===== src/rtl/imem_loader.sv =====
// Boot-time instruction-memory loader: takes a byte stream (word count, N big-endian words, checksum),
// writes each word to instruction memory and holds the CPU in reset until the image verifies.
module imem_loader #(
    parameter int IM_AW   = 8,
    parameter int TIMEOUT = 100000
) (
    input  logic             clock,
    input  logic             resetn,
    input  logic             load_start,
    input  logic             in_valid,
    input  logic [7:0]       in_data,
    output logic             in_ready,
    output logic             im_we,
    output logic [IM_AW-1:0] im_addr,
    output logic [31:0]      im_wdata,
    output logic             cpu_resetn,
    output logic             busy,
    output logic             done,
    output logic [1:0]       error
);

    localparam logic [2:0] S_IDLE = 3'd0;
    localparam logic [2:0] S_HDR  = 3'd1;
    localparam logic [2:0] S_DATA = 3'd2;
    localparam logic [2:0] S_CSUM = 3'd3;
    localparam logic [2:0] S_DONE = 3'd4;
    localparam logic [2:0] S_ERR  = 3'd5;

    localparam logic [1:0] E_NONE    = 2'd0;
    localparam logic [1:0] E_LENGTH  = 2'd1;
    localparam logic [1:0] E_CSUM    = 2'd2;
    localparam logic [1:0] E_TIMEOUT = 2'd3;

    localparam int              IW         = $clog2(TIMEOUT + 1);
    localparam logic [IW-1:0]   IDLE_LIMIT = IW'(TIMEOUT - 1);
    localparam logic [IW-1:0]   IDLE_ONE   = IW'(1);
    localparam logic [IM_AW:0]  CNT_ONE    = (IM_AW + 1)'(1);
    localparam logic [31:0]     MAX_WORDS  = 32'(2 ** IM_AW);

    logic [2:0]      state, next_state;
    logic [1:0]      byte_cnt;
    logic [23:0]     shift;
    logic [IM_AW:0]  word_cnt;
    logic [IM_AW:0]  n_words;
    logic [31:0]     checksum;
    logic [IW-1:0]   idle_cnt;

    logic            active;
    logic            accept;
    logic            word_full;
    logic            timed_out;
    logic            start;
    logic [31:0]     word;
    logic            next_done;
    logic [1:0]      next_error;

    assign active    = (state == S_HDR) || (state == S_DATA) || (state == S_CSUM);
    assign in_ready  = active;
    assign busy      = active;
    assign accept    = in_valid && active;
    assign word_full = accept && (byte_cnt == 2'd3);
    assign word      = {shift, in_data};
    // An idle cycle at the limit is the TIMEOUT-th consecutive cycle without an accepted byte.
    assign timed_out = active && !accept && (idle_cnt == IDLE_LIMIT);
    assign start     = load_start && ((state == S_IDLE) || (state == S_DONE) || (state == S_ERR));

    // NOTE: every signal assigned in always_comb gets a default first, otherwise a latch is inferred.
    always_comb begin
        next_state = state;
        next_done  = done;
        next_error = error;
        case (state)
            S_IDLE, S_DONE, S_ERR: begin
                if (start) begin
                    next_state = S_HDR;
                    next_done  = 1'b0;
                    next_error = E_NONE;
                end
            end
            S_HDR: begin
                if (timed_out) begin
                    next_state = S_ERR;
                    next_error = E_TIMEOUT;
                end else if (word_full) begin
                    if ((word == 32'd0) || (word > MAX_WORDS)) begin
                        next_state = S_ERR;
                        next_error = E_LENGTH;
                    end else begin
                        next_state = S_DATA;
                    end
                end
            end
            S_DATA: begin
                if (timed_out) begin
                    next_state = S_ERR;
                    next_error = E_TIMEOUT;
                end else if (word_full && ((word_cnt + CNT_ONE) == n_words)) begin
                    next_state = S_CSUM;
                end
            end
            S_CSUM: begin
                if (timed_out) begin
                    next_state = S_ERR;
                    next_error = E_TIMEOUT;
                end else if (word_full) begin
                    if (word == checksum) begin
                        next_state = S_DONE;
                        next_done  = 1'b1;
                    end else begin
                        next_state = S_ERR;
                        next_error = E_CSUM;
                    end
                end
            end
            default: next_state = S_IDLE;
        endcase
    end

    // NOTE: all state here uses non-blocking assignments so every register samples pre-edge values.
    always_ff @(posedge clock or negedge resetn) begin
        // NOTE: every register is reset, including datapath, so a mid-session reset leaves no stale word.
        if (!resetn) begin
            state      <= S_IDLE;
            done       <= 1'b0;
            error      <= E_NONE;
            cpu_resetn <= 1'b0;
            im_we      <= 1'b0;
            im_addr    <= '0;
            im_wdata   <= '0;
            byte_cnt   <= 2'd0;
            shift      <= '0;
            word_cnt   <= '0;
            n_words    <= '0;
            checksum   <= '0;
            idle_cnt   <= '0;
        end else begin
            state      <= next_state;
            done       <= next_done;
            error      <= next_error;
            cpu_resetn <= (next_state == S_IDLE) || (next_state == S_DONE);
            im_we      <= 1'b0;

            if (start) begin
                byte_cnt <= 2'd0;
                word_cnt <= '0;
                checksum <= '0;
                idle_cnt <= '0;
            end else if (active) begin
                if (accept) begin
                    idle_cnt <= '0;
                    byte_cnt <= byte_cnt + 2'd1;
                    shift    <= {shift[15:0], in_data};
                end else begin
                    idle_cnt <= idle_cnt + IDLE_ONE;
                end
            end

            if ((state == S_HDR) && word_full) begin
                n_words <= word[IM_AW:0];
            end

            // Write strobe lands the cycle after the fourth byte of each data word.
            if ((state == S_DATA) && word_full) begin
                im_we    <= 1'b1;
                im_addr  <= word_cnt[IM_AW-1:0];
                im_wdata <= word;
                checksum <= checksum + word;
                word_cnt <= word_cnt + CNT_ONE;
            end
        end
    end

endmodule

===== config.mk =====
export PLATFORM = sky130hd
export DESIGN_NAME = imem_loader
export DESIGN_NICKNAME = d
export VERILOG_FILES = /design/src/rtl/imem_loader.sv
export SDC_FILE = /design/constraint.sdc
export NUM_CORES = 1
export LEC_CHECK = 0
export BUFFER_PORTS_ARGS = -buffer_cell sky130_fd_sc_hd__buf_2
export CORE_MARGIN = 5
export CORE_UTILIZATION = 45
export CTS_CLUSTER_DIAMETER = 40
export CTS_CLUSTER_SIZE = 30
export DETAILED_ROUTE_END_ITERATION = 8
export PLACE_DENSITY = 0.73
export SETUP_SLACK_MARGIN = 0.1
export SLEW_MARGIN = 20
export SYNTH_ARGS = -nofsm -noshare
export SYNTH_HDL_FRONTEND = slang
export SYNTH_SLANG_ARGS = --single-unit

===== constraint.sdc =====
create_clock -name clock -period 2.9 [get_ports clock]
set_input_delay 0.58 -clock clock [delete_from_list [all_inputs] [get_ports clock]]
set_output_delay 0.58 -clock clock [all_outputs]
set_load 0.01 [all_outputs]

* Word level (Yosys, flattened, before mapping)
Index checks and enable logic that the tools add are counted.
** Storage, ports and cells
- Input bits :: 12
- Logic and storage cells :: 101
- Output and inout port bits :: 47
- Bits in registers :: 141
** Cells by class
- Bitwise logic cells :: 1
- Eq/ne operators :: 19
- Muxes and demuxes :: 35
- $add $sub $neg :: 4
- Order comparisons :: 1
- Reductions and logical operators :: 28
** Operators with widths (number)
- 32-bit 2-to-1 mux :: 2
- 17-bit 2-to-1 mux :: 3
- 32-bit adder :: 1
- 32-bit == test :: 1
- 32-bit by 9-bit > comparator with 1-bit output (second input constant) :: 1
- 32-bit logical NOT :: 1
- 3-bit 2-to-1 mux :: 8
- 2-bit 2-to-1 mux :: 11
- 9-bit 2-to-1 mux :: 2
- 17-bit by 1-bit adder with 17-bit output (second input constant) :: 1
- 17-bit == test (second input constant) :: 1
- 3-bit case mux with 4 select lines :: 1
- 9-bit by 1-bit adder with 9-bit output (second input constant) :: 1
- 3-bit == test (second input constant) :: 3
- 9-bit == test :: 1
- 3-bit inequality test (second input constant) :: 3
- 1-bit logical AND :: 8
- 2-bit inequality test (second input constant) :: 4
- 2-bit case mux with 4 select lines :: 1
- 2-bit nonzero test :: 4
- 7-bit AND reduction :: 1
- 3-bit by 2-bit == test with 1-bit output (second input constant) :: 2
- 3-bit logical NOT :: 2
- 1-bit logical OR :: 6
- other kinds (14) :: 19

* Logic depth before layout (Yosys ltp)
- Word-level depth :: 11
- Mapped depth :: 12
- Gate-level depth less buffers :: 12

* Worst setup path before layout
Ideal clock, no wire load.
- Kind :: input port to flip-flop
- Start :: input port in_data[0]
- End :: register checksum[30]
- Data required time :: 2.769 ns
- Stages on the path :: 12
- Setup time :: 0.131 ns
- Buffers on the path :: 0
- Arrival time :: 2.687 ns
- Setup slack :: 0.082 ns
- Path through :: ha_1 fa_1 a21oi_1 o211ai_1 a31oi_1 a211oi_2 a41oi_2 o21a_1 o21ai_1 a21oi_1 xor2_1 o21ai_1
** On the way
- Longest elaborated chain between the ends :: 2
** RTL lines
- from (decl) :: line 11 : input logic [7:0] in_data,
- 32-bit adder :: line 167 : checksum <= checksum + word;
- 32-bit 2-to-1 mux :: line 163 : if ((state == S_DATA) && word_full) begin
- to (signal assigned) :: line 167
- to (decl) :: line 45 : logic [31:0] checksum;
Every way passes these cells.
A chain may end at the register's enable or synchronous reset.

* Worst setup path after layout
- Start :: register checksum[0]
- End :: register checksum[30]
** On the way
- Longest elaborated chain between the ends :: 2
** RTL lines (line)
- 32-bit adder :: 167
- 32-bit 2-to-1 mux :: 163
Every way passes these cells.

==> run summary <==
The first-pass GRT wire length is 32100 um. The detail-routed net length per standard cell came out at 16.3 um. The worst setup path is launched from a flip-flop.

The overall power is 6.39 mW. Counting every sink on the clock net gives around 140. The area growth from synthesis to layout is 20.5%. The final count of hold timing violations was 0. The count of flip-flops with a built-in enable after synthesis came out at 0. In this run the worst hold path is classified as input port to asynchronous set/reset pin.

For this design the ratio of total power to cell area is 700 nW/um^2. Across every metal layer, demand over resource in global routing totals about a fifth. The total number of yosys warnings is 0. The initial antenna violation count was 0.

The number of vias in the routed layout came out at around 6600. The wire length reported by the detailed router is 19400 um. Buffers inserted during clock tree synthesis total 17.

The share of flip-flops with an asynchronous set or reset came out at 100%. For this run, the leading register cell type out of synthesis is sky130_fd_sc_hd__dfrtp_1. The starting density of the core is between 40% and 50%. After detailed routing, the number of remaining DRC violations is 0.

Of all nets on the critical path, the largest fanout is 4. The synthesized area per cell came out at 8.80 um^2. In this run the core area contains 47 standard-cell rows. The clock-pin slew of the registers on the worst-case setup and hold paths came out at 60 ps. The final net count is 1007. The insertion delay of the later-clocked pin in the worst-skew pair is 420 ps. Buffers inserted to repair hold after CTS numbered 0. Counting along the longest clock path gives a buffer depth of 2. The estimated wirelength of the detail-placed design is 13700 um.

Between clock sinks in the finished design, the worst skew comes to 7.51 ps. The actual slew at the worst max-slew pin came out at 799 ps. STA classifies the critical path endpoint as a flip-flop. The ratio of cells with drive above 1 in the final layout came out at 19.2%.

Setup repair after global routing could not meet its margin everywhere. The highest ir drop seen on vdd is about 0.35 mV. The worst pin sits at a relative slew slack of 46.7%. The width of the die is 140 um. The max-cap violation count came out at 0. The floorplan step set the die height to roughly 140 um. The tree is rooted in a sky130_fd_sc_hd__clkbuf_16. The clock period minus final worst setup slack is 2680 ps.

The aggregate negative setup slack is 0 ps. The first routing iteration left 511 violations. At the worst endpoint, the arrival time is 2970 ps.

The number of buffer cells added on primary ports came out at 58. The average vias per placed instance is between 5 and 6. The area enclosed by the die boundary is around 20000 um^2. Once detail routing completed, the nets flagged for antenna violations numbered 0. Synthesis produced a netlist with a net count of approximately 910.

The post-synthesis cell area came out at 7570 um^2. The critical path data required time is 3190 ps. The via count of the first global-routing pass came out at 6287. The total of fill cells in the finished design came out at 1454. The worst setup path is of the flip-flop to flip-flop kind. The number of levels the H-tree was split into came out at 4. The distinct cell type count after synthesis is 57. The leakage power came out at around 4.5 nW. The register bit total from synthesis came out at 141. For this run, the top clock speed supported by timing is between 300 and 400 MHz. The number of pins exceeding their max-slew limit in the final report is 0.

The core region area came out at approximately 17000 um^2. Pin placement for this block handled 59 I/O pins. Setup violations remaining at the end of the flow were counted as 0. The residual overflow from global routing came out at 0. The final clock period utilization by the worst path is 92.4%. The largest net degree at the start of global routing is about 120. The count of antenna diodes in the layout is 0. The first detailed-routing pass ran for 5 iterations. The area of all placed cells without fillers is 9120 um^2. The sequential fraction of the synthesis area came out at 46.6%. The run finished with clean final reports. TritonCTS built the clock tree.

The placed instance area is 8450 um^2. The post-synthesis instance total came out at 860. The congestion estimate from routability-driven global placement came to 0.877.

The worst hold margin came out at 103 ps.
==> path summary, 6_finish.rpt <==
kind / to / slack [ps] / cells after the start / from
hold reg to reg: im_wdata[2]$_DFFE_PN0P_ / 470 / 2 / im_wdata[2]$_DFFE_PN0P_
min in group clock: im_wdata[2]$_DFFE_PN0P_ / 470 / 2 / im_wdata[2]$_DFFE_PN0P_
setup / recovery: checksum[30]$_DFFE_PN0P_ / 220 / 12 / checksum[0]$_DFFE_PN0P_
hold / removal: shift[18]$_DFFE_PN0P_ / 100 / 1 / resetn
max in group asynchronous: word_cnt[2]$_DFFE_PN0P_ / 2070 / 2 / resetn
setup reg to reg: checksum[30]$_DFFE_PN0P_ / 220 / 12 / checksum[0]$_DFFE_PN0P_
==> stage by stage <==
stage,worst slack [ps],instances,util (%)
after floorplan,146,860,-
after global placement,-136,1158,51.2
after detailed placement,-166,1158,51.2
after CTS,149,1190,54.8
after global routing,92.8,1193,55.2
final,222,1193,55.2
==> sequential cells by signal, summed over array words and instances (netlist names) <==
| name | flops |
|---|---|
| im_addr | 8 |
| cpu_resetn | 1 |
| checksum | 32 |
| error | 2 |
| shift | 24 |
| idle_cnt | 17 |
| byte_cnt | 2 |
| im_wdata | 32 |
| im_we | 1 |
| state | 3 |
| n_words | 9 |
| done | 1 |
| word_cnt | 9 |
==> layout by cell type (no fill, tap or decap), drive strengths merged, types with 4 or more instances in the layout <==
master      n
nand2     240
dfrtp     141
buf       119
o21ai      70
nand3      53
nor2       43
a21oi      37
ha         34
xnor2      26
xor2       26
clkbuf     18
nor4       17
nor3       15
a31oi      14
inv        13
a21o       11
nand4      10
mux2        9
nand2b      7
o21a        5
clkinvlp    5
o31ai       5
clkinv      5
o21bai      4
nor2b       4
and3        4
==> cell usage after synthesis, types with 10 or more instances <==
cell / count / area, um^2
sky130_fd_sc_hd__nand2_1: 240 / 901
sky130_fd_sc_hd__dfrtp_1: 141 / 3530
sky130_fd_sc_hd__o21ai_0: 62 / 310
sky130_fd_sc_hd__nand3_1: 52 / 260
sky130_fd_sc_hd__nor2_1: 42 / 158
sky130_fd_sc_hd__a21oi_1: 35 / 175
sky130_fd_sc_hd__ha_1: 34 / 425
sky130_fd_sc_hd__clkbuf_1: 28 / 105
sky130_fd_sc_hd__xnor2_1: 26 / 228
sky130_fd_sc_hd__xor2_1: 26 / 228
sky130_fd_sc_hd__nor4_1: 17 / 106
sky130_fd_sc_hd__nor3_1: 15 / 75.1
sky130_fd_sc_hd__a31oi_1: 14 / 87.6
sky130_fd_sc_hd__a21o_1: 11 / 82.6
sky130_fd_sc_hd__inv_1: 10 / 37.5
sky130_fd_sc_hd__nand4_1: 10 / 62.6
==> cells by family after synthesis <==
logic type               after synthesis  share of synthesized area [%]
AND/OR/NAND/NOR                      405                           23.3
AO/OA/AOI/OAI                        168                           14.2
flip-flops                           141                           46.6
XOR/XNOR                              52                           6.01
buffers and inverters                 50                           2.69
adder cells (fa/ha/maj)               35                           5.88
multiplexers                           9                           1.34
==> worst max-delay path, cell delays in order, from the launching register on <==
cell	delay [ps]
sky130_fd_sc_hd__dfrtp_1	390
sky130_fd_sc_hd__ha_1	210
sky130_fd_sc_hd__fa_1	400
sky130_fd_sc_hd__a21oi_2	160
sky130_fd_sc_hd__o211ai_1	150
sky130_fd_sc_hd__a31oi_1	210
sky130_fd_sc_hd__a211oi_2	100
sky130_fd_sc_hd__a41oi_2	280
sky130_fd_sc_hd__o21a_1	170
sky130_fd_sc_hd__o21ai_1	60
sky130_fd_sc_hd__a21oi_1	180
sky130_fd_sc_hd__xor2_1	160
sky130_fd_sc_hd__o21ai_1	70
==> timing repair <==
item / in CTS / in global routing
resized for setup: 0 / 9
setup buffers: 0 / 3
endpoints found under the setup margin: 0 / 7
==> final cells by class <==
class	count	area [um^2]	area share (%)
flip-flops and latches	141	3530	38.7
multi-input cells	669	3890	42.7
inverters	12	45.0	0.494
clock inverters	14	169	1.85
repair buffers	119	779	8.55
well taps	220	275	3.02
clock buffers	18	429	4.71
==> report_power, final <==
part | switching [mW] | internal, mW | leakage, nW
clock network | 0.869 | 1.35 | 0.278
logic | 0.968 | 0.706 | 2.34
registers | 0.284 | 2.21 | 1.90
==> layer usage <==
| layer | GRT usage [%] | wire length, um | vias to the layer above |
|---|---|---|---|
| met5 | 0 | 0 | - |
| met4 | 9.89 | 699 | 0 |
| met3 | 4.39 | 1030 | 44 |
| met2 | 31.0 | 8870 | 199 |
| met1 | 27.0 | 8820 | 3123 |
| li1 | - | - | 3191 |
Note: power is estimated with default switching activity, not from simulation.
